==> src/rtl/stream_packer_32to128_if.sv <==
// CSR, input stream and output stream signals of the 32->128 packer.
// The slave modport is the packer's view; master is the surrounding system.
interface stream_packer_32to128_if;
  logic         avs_write;
  logic [31:0]  avs_writedata;
  logic         avs_read;
  logic [1:0]   avs_address;
  logic [31:0]  avs_readdata;
  logic         avs_readdatavalid;
  logic         asi_valid;
  logic [31:0]  asi_data;
  logic         asi_endofpacket;
  logic         asi_ready;
  logic         aso_valid;
  logic [127:0] aso_data;
  logic [1:0]   aso_empty;
  logic         aso_endofpacket;
  logic         aso_ready;

  modport slave (
    input  avs_write, avs_writedata, avs_read, avs_address,
    input  asi_valid, asi_data, asi_endofpacket, aso_ready,
    output avs_readdata, avs_readdatavalid, asi_ready,
    output aso_valid, aso_data, aso_empty, aso_endofpacket
  );

  modport master (
    output avs_write, avs_writedata, avs_read, avs_address,
    output asi_valid, asi_data, asi_endofpacket, aso_ready,
    input  avs_readdata, avs_readdatavalid, asi_ready,
    input  aso_valid, aso_data, aso_empty, aso_endofpacket
  );
endinterface

==> src/rtl/stream_packer_32to128.sv <==
// Packs four 32-bit stream words into one 128-bit beat, lane 0 first.
// Define STREAM_PACKER_STATS_EN to build the word/beat counters.
module stream_packer_32to128 #(
  parameter logic [31:0] ID_MARKER = 32'h504B_0128
) (
  input logic                     clk,
  input logic                     reset,
  stream_packer_32to128_if.slave  bus
);

  logic [127:0] acc_q, acc_d;
  logic [1:0]   fill_q, fill_d;
  logic         flush_q, flush_d;
  logic         en_q, en_d;
  logic         ov_q, ov_d;
  logic [127:0] od_q, od_d;
  logic [1:0]   oe_q, oe_d;
  logic         oeop_q, oeop_d;
  logic [31:0]  rd_q, rd_d;
  logic         rdv_q, rdv_d;

  logic         slot_free;
  logic         ready;
  logic         accept;
  logic         ctrl_wr;
  logic [127:0] merged;
  logic [31:0]  wc_rd;
  logic [31:0]  bc_rd;
  logic         unused_wdata;

  assign slot_free = !ov_q || bus.aso_ready;
  assign ready     = !reset && en_q && !flush_q && slot_free;
  assign accept    = bus.asi_valid && ready;
  assign ctrl_wr   = bus.avs_write && bus.avs_address == 2'd0;
  assign unused_wdata = ^bus.avs_writedata[31:2];

  always_comb begin
    merged = acc_q;
    merged[{fill_q, 5'b0} +: 32] = bus.asi_data;
  end

  always_comb begin
    acc_d   = acc_q;
    fill_d  = fill_q;
    flush_d = flush_q;
    en_d    = en_q;
    ov_d    = ov_q;
    od_d    = od_q;
    oe_d    = oe_q;
    oeop_d  = oeop_q;
    if (bus.aso_ready) ov_d = 1'b0;
    if (accept) begin
      if (fill_q == 2'd3 || bus.asi_endofpacket) begin
        ov_d   = 1'b1;
        od_d   = merged;
        oe_d   = 2'd3 - fill_q;
        oeop_d = bus.asi_endofpacket;
        acc_d  = '0;
        fill_d = 2'd0;
      end else begin
        acc_d  = merged;
        fill_d = fill_q + 2'd1;
      end
    end else if (flush_q && slot_free) begin
      flush_d = 1'b0;
      // 4 - fill in two bits: 1->3, 2->2, 3->1
      if (fill_q != 2'd0) begin
        ov_d   = 1'b1;
        od_d   = acc_q;
        oe_d   = 2'd0 - fill_q;
        oeop_d = 1'b0;
        acc_d  = '0;
        fill_d = 2'd0;
      end
    end
    if (ctrl_wr) begin
      en_d = bus.avs_writedata[0];
      if (bus.avs_writedata[1]) flush_d = 1'b1;
    end
  end

`ifdef STREAM_PACKER_STATS_EN
  logic [31:0] wc_q, wc_d;
  logic [31:0] bc_q, bc_d;

  always_comb begin
    wc_d = wc_q + {31'b0, accept};
    bc_d = bc_q + {31'b0, ov_q && bus.aso_ready};
    if (bus.avs_write && bus.avs_address == 2'd1) wc_d = '0;
    if (bus.avs_write && bus.avs_address == 2'd2) bc_d = '0;
  end

  always_ff @(posedge clk) begin
    if (reset) begin
      wc_q <= '0;
      bc_q <= '0;
    end else begin
      wc_q <= wc_d;
      bc_q <= bc_d;
    end
  end

  assign wc_rd = wc_q;
  assign bc_rd = bc_q;
`else
  assign wc_rd = '0;
  assign bc_rd = '0;
`endif

  always_comb begin
    rdv_d = bus.avs_read;
    rd_d  = rd_q;
    if (bus.avs_read) begin
      unique case (bus.avs_address)
        2'd0:    rd_d = {31'b0, en_q};
        2'd1:    rd_d = wc_rd;
        2'd2:    rd_d = bc_rd;
        default: rd_d = ID_MARKER;
      endcase
    end
  end

  always_ff @(posedge clk) begin
    if (reset) begin
      acc_q   <= '0;
      fill_q  <= '0;
      flush_q <= 1'b0;
      en_q    <= 1'b1;
      ov_q    <= 1'b0;
      od_q    <= '0;
      oe_q    <= '0;
      oeop_q  <= 1'b0;
      rd_q    <= '0;
      rdv_q   <= 1'b0;
    end else begin
      acc_q   <= acc_d;
      fill_q  <= fill_d;
      flush_q <= flush_d;
      en_q    <= en_d;
      ov_q    <= ov_d;
      od_q    <= od_d;
      oe_q    <= oe_d;
      oeop_q  <= oeop_d;
      rd_q    <= rd_d;
      rdv_q   <= rdv_d;
    end
  end

  assign bus.asi_ready         = ready;
  assign bus.aso_valid         = ov_q;
  assign bus.aso_data          = od_q;
  assign bus.aso_empty         = oe_q;
  assign bus.aso_endofpacket   = oeop_q;
  assign bus.avs_readdata      = rd_q;
  assign bus.avs_readdatavalid = rdv_q;

endmodule

==> src/flat_wrapper.sv <==
// flat-port wrapper written by rule: the top's interface ports become plain ports
module stream_packer_32to128_flat 
#(
  parameter logic [31:0] ID_MARKER = 32'h504B_0128
)
  (clk, reset, bus_avs_write, bus_avs_writedata, bus_avs_read, bus_avs_address, bus_asi_valid, bus_asi_data, bus_asi_endofpacket, bus_aso_ready, bus_avs_readdata, bus_avs_readdatavalid, bus_asi_ready, bus_aso_valid, bus_aso_data, bus_aso_empty, bus_aso_endofpacket);
  stream_packer_32to128_if bus_i ();
  input logic clk;
  input logic reset;
  input wire logic [$bits(bus_i.avs_write)-1:0] bus_avs_write;
  input wire logic [$bits(bus_i.avs_writedata)-1:0] bus_avs_writedata;
  input wire logic [$bits(bus_i.avs_read)-1:0] bus_avs_read;
  input wire logic [$bits(bus_i.avs_address)-1:0] bus_avs_address;
  input wire logic [$bits(bus_i.asi_valid)-1:0] bus_asi_valid;
  input wire logic [$bits(bus_i.asi_data)-1:0] bus_asi_data;
  input wire logic [$bits(bus_i.asi_endofpacket)-1:0] bus_asi_endofpacket;
  input wire logic [$bits(bus_i.aso_ready)-1:0] bus_aso_ready;
  output wire logic [$bits(bus_i.avs_readdata)-1:0] bus_avs_readdata;
  output wire logic [$bits(bus_i.avs_readdatavalid)-1:0] bus_avs_readdatavalid;
  output wire logic [$bits(bus_i.asi_ready)-1:0] bus_asi_ready;
  output wire logic [$bits(bus_i.aso_valid)-1:0] bus_aso_valid;
  output wire logic [$bits(bus_i.aso_data)-1:0] bus_aso_data;
  output wire logic [$bits(bus_i.aso_empty)-1:0] bus_aso_empty;
  output wire logic [$bits(bus_i.aso_endofpacket)-1:0] bus_aso_endofpacket;
  assign bus_i.avs_write = bus_avs_write;
  assign bus_i.avs_writedata = bus_avs_writedata;
  assign bus_i.avs_read = bus_avs_read;
  assign bus_i.avs_address = bus_avs_address;
  assign bus_i.asi_valid = bus_asi_valid;
  assign bus_i.asi_data = bus_asi_data;
  assign bus_i.asi_endofpacket = bus_asi_endofpacket;
  assign bus_i.aso_ready = bus_aso_ready;
  assign bus_avs_readdata = bus_i.avs_readdata;
  assign bus_avs_readdatavalid = bus_i.avs_readdatavalid;
  assign bus_asi_ready = bus_i.asi_ready;
  assign bus_aso_valid = bus_i.aso_valid;
  assign bus_aso_data = bus_i.aso_data;
  assign bus_aso_empty = bus_i.aso_empty;
  assign bus_aso_endofpacket = bus_i.aso_endofpacket;
  stream_packer_32to128 #(.ID_MARKER(ID_MARKER)) u_core (.clk(clk), .reset(reset), .bus(bus_i));
endmodule
==> config.mk <==
export PLATFORM = sky130hd
export DESIGN_NAME = stream_packer_32to128_flat
export DESIGN_NICKNAME = d
export VERILOG_FILES = /design/src/rtl/stream_packer_32to128_if.sv /design/src/rtl/stream_packer_32to128.sv /design/src/flat_wrapper.sv
export SDC_FILE = /design/constraint.sdc
export NUM_CORES = 1
export LEC_CHECK = 0
export ABC_AREA = 1
export BUFFER_PORTS_ARGS = -buffer_cell sky130_fd_sc_hd__buf_2
export CAP_MARGIN = 10
export CORE_MARGIN = 3
export CORE_UTILIZATION = 40
export CTS_CLUSTER_DIAMETER = 150
export DETAILED_ROUTE_END_ITERATION = 8
export PLACE_DENSITY_LB_ADDON = 0.25
export SYNTH_ARGS = -nofsm -noshare
export SYNTH_HDL_FRONTEND = slang
export SYNTH_SLANG_ARGS = --single-unit
==> constraint.sdc <==
create_clock -name clk -period 2.89 [get_ports clk]
set_input_delay 0 -clock clk [delete_from_list [all_inputs] [get_ports clk]]
set_output_delay 0 -clock clk [all_outputs]
set_load 0.02 [all_outputs]
==> results.tsv <==
stage	metric	value	unit
drt	drt_first_pass_iters	8	
sta	rsz0062_at_grt	false	
cts	clock-sinks	267	
worst_setup_path	crit_buf_inv	3	
place	io_buffer_count	186	
yosys	yosys-top-cells-count	1011 x nand2_1, 272 x nor2_1, 267 x dfxtp_1	
yosys	yosysTopAreaCell	dfxtp_1	
cts	cts_resized	0	
cts	max-clock-path-buffers	3	
outcome	status	completed	
worst_setup_path	path_max_fanout	15	
yosys	synthAdderAreaFrac	0.544	%
worst_setup_path	critPathTopFamily	simple AND/OR/NAND/NOR gates	
yosys	yosysMostFrequentCell	nand2_1	
worst_setup_path	cp_slowest_cell	dfxtp_1	
yosys	synthCells	2307	
floorplanning	die_area	36800	um^2
floorplanning	die_w	192	um
cts	cts_root_buf	clkbuf_16	
global_routing	grt_pass1_wl	68600	um
worst_setup_path	cp-start-kind	flip-flop	
yosys	synth_top_family_by_area	simple AND/OR/NAND/NOR gates	
sta	slew_viol_final	0	
worst_setup_path	crit_start	u_core.fill_q[0]	
drt	wirelength	44000	um
drt	wl_per_cell	15.2	um
worst_setup_path	rr_worst_depth	11	
sta	fin_crit_sh	90.7	%
yosys	synth_top_area_share	38.7	%
yosys	ys.flop_type	dfxtp_1	
worst_setup_path	cp-endpoint	u_core.bus.aso_data[72]	
cells_and_area	layout.cells.non_filler	2903	
power	ir_drop	0.428	mV
sta	fin_crit	2620	ps
yosys	ys_ff_latch	267	
place	gp_congestion	0.869	
sta	tns	0	ps
flow_run	drv_cap	0	
yosys	syn-cell-area	13800	um^2
sta	setup_viol	0	
cts	clk_transition_reported_paths	60	ps
drt	num_vias	14414	
global_routing	overflow	0	
floorplanning	core_area	33800	um^2
worst_setup_path	r2r_start	u_core.fill_q[0]	
sta	max_freq	382	MHz
floorplanning	ios	239	
worst_setup_path	r2r_slack	270	ps
cts	cts_setup_buffers	0	
yosys	synthMuxAreaShare	0	%
global_routing	antenna_found_initial	0	
worst_setup_path	crit_cells	11	
yosys	synth-compound-area-share	8.58	%
floorplanning	start_util	40.8	%
drt	drc	0	
yosys	yosys.area_share.xor_xnor	0	%
worst_hold_path	min_path_type	primary input to flip-flop	
yosys	async_flop_share	0	%
cells_and_area	drive_gt1_share	11.1	%
power	power_density	566	nW/um^2
worst_setup_path	worstPathRequired	3390	ps
global_routing	grt_pass1_vias	12867	
global_routing	grt_max_degree	134	
power	p_leak	7.87	nW
worst_setup_path	cpPeakStageDelay	520	ps
worst_setup_path	critPathArrivalTime	3120	ps
yosys	synth_area_leaders	dfxtp_1 39%, nand2_1 28%, nor2_1 7.4%, nand3_1 6.1%, a21oi_1 4.9%	
sta	slew-limit-headroom	46.6	%
floorplanning	dieHeight	192	um
sta	tightest_slew	800	ps
place	place_hpwl	28200	um
cts	ctsHtreeMaxLevel	1	
yosys	avgSynthCellArea	5.98	um^2
floorplanning	core.rowCount	67	
worst_setup_path	crit_path_end_kind	flip-flop	
yosys	yosysWarnings	0	
yosys	synth_edf_count	0	
cts	clkLatencyLatePin	560	ps
sta	clock-skew-final	19.1	ps
global_routing	grt_use_total	23.0	%
sta	setup_ws	270	ps
yosys	ys_types	21	
cells_and_area	nets	2510	
cells_and_area	syn2layout_area_growth	18.3	%
cells_and_area	antenna_cells	0	
drt	via_per_inst	4.97	
sta	hold_violations	0	
cts	cts_tree	yes	
drt	ant_nets	0	
cts	cts_made_buffers	30	
worst_setup_path	crit_chain	inv_1 > buf_4 > ha_1 > inv_1 > nor2_1 > nand2_1 > o21ai_0 > nand2_1 > nand2_1 > nor2_1 > nor2_1	
place	dp.cells	2801	
yosys	seq_area_frac_synth	38.7	%
place	dp_slack	360	ps
drt	first_iter_violations	1504	
yosys	synth_simple_gate_area_share	41.4	%
worst_setup_path	r2r_end	u_core.bus.aso_data[72]	
worst_setup_path	path_class	flip-flop to flip-flop	
-- layout by cell type, fill, tap and decap left out, drive strengths merged --
| cell | Yosys | routed |
|---|---|---|
| a21oi | 135 | 135 |
| and3 | 1 | 1 |
| buf | 113 | 215 |
| bufinv | 0 | 4 |
| clkbuf | 77 | 44 |
| clkinv | 1 | 6 |
| clkinvlp | 0 | 3 |
| conb | 1 | 22 |
| dfxtp | 267 | 267 |
| dlygate4sd3 | 0 | 46 |
| ha | 6 | 6 |
| inv | 149 | 149 |
| nand2 | 1012 | 1012 |
| nand3 | 169 | 169 |
| nand4 | 2 | 2 |
| nor2 | 272 | 272 |
| nor3 | 1 | 1 |
| o211ai | 1 | 1 |
| o21ai | 100 | 100 |
-- logic make-up (layout without fill, tap and decap cells) --
logic type,Yosys count,in the layout
simple gates,1457,1457
flops,267,267
other cells,1,22
fa+ha+maj,6,6
buf+inv,340,467
compound gates,236,236
-- per-layer routing --
layer  routed length [um]  track usage, %  vias to the layer above
met4                 1330            7.20                        0
met2                20100            37.3                      531
li1                     -               -                     7285
met3                 3270            3.60                       82
met5                    0               0                        -
met1                19300            31.3                     6516
-- cell type report --
class | count | area (um^2)
Clock buffer | 44 | 895
Clock inverter | 12 | 171
Fill cell | 3477 | 17500
Inverter | 150 | 572
Multi-Input combinational cell | 1721 | 7070
Sequential cell | 267 | 5350
Tap cell | 448 | 561
Timing Repair Buffer | 261 | 1710
-- tightest hold or removal path, cell delays in order --
cell	delay (ps)
buf_2	110
nand3_1	60
dlygate4sd3_1	540
a21oi_1	50
-- what timing repair did --
action | CTS | global route
setup endpoints to repair | 0 | 0
hold buffers | 46 | 0
hold endpoints to repair | 89 | 0
-- stage by stage --
step | util [%] | power, mW | hold WS [ps] | cell area [um^2]
2_1_floorplan | - | 4.80 | 94.2 | 13900
3_3_place_gp | 43.8 | 5.16 | 223 | 14800
3_5_place_dp | 43.8 | 5.17 | 229 | 14800
4_1_cts | 48.3 | 9.31 | 230 | 16300
5_1_grt | 48.3 | 9.60 | 283 | 16300
6_report | 48.3 | 9.24 | 252 | 16300
-- power breakdown --
group / total, mW / internal, mW / switching [mW]
clock: 4.10 / 2.50 / 1.60
sequential: 3.87 / 3.80 / 0.0656
combinational: 1.27 / 0.364 / 0.910
-- worst min path at each step --
stage | start | to | slack (ps) | depth (start not counted)
5_1_grt | bus_avs_address[1] | u_core.bus.avs_readdata[28] | 280 | 4
6_report | bus_avs_address[1] | u_core.bus.avs_readdata[28] | 250 | 4
3_3_place_gp | bus_avs_writedata[0] | u_core.en_q | 220 | 3
4_1_cts | bus_avs_address[1] | u_core.bus.avs_readdata[28] | 230 | 4
2_1_floorplan | bus_avs_read | u_core.bus.avs_readdata[0] | 90 | 1
3_5_place_dp | bus_avs_read | u_core.bus.avs_readdata[0] | 230 | 2
-- flip-flops by register name (all words and copies together) (netlist names) --
signal / cells
u_core.en_q: 1
u_core.acc_q: 128
u_core.fill_q: 2
u_core.bus.aso_empty: 2
u_core.bus.aso_valid: 1
u_core.bus.aso_data: 128
u_core.flush_q: 1
u_core.bus.avs_readdatavalid: 1
u_core.bus.aso_endofpacket: 1
u_core.bus.avs_readdata: 2
Note: power is estimated with default switching activity, not from simulation.
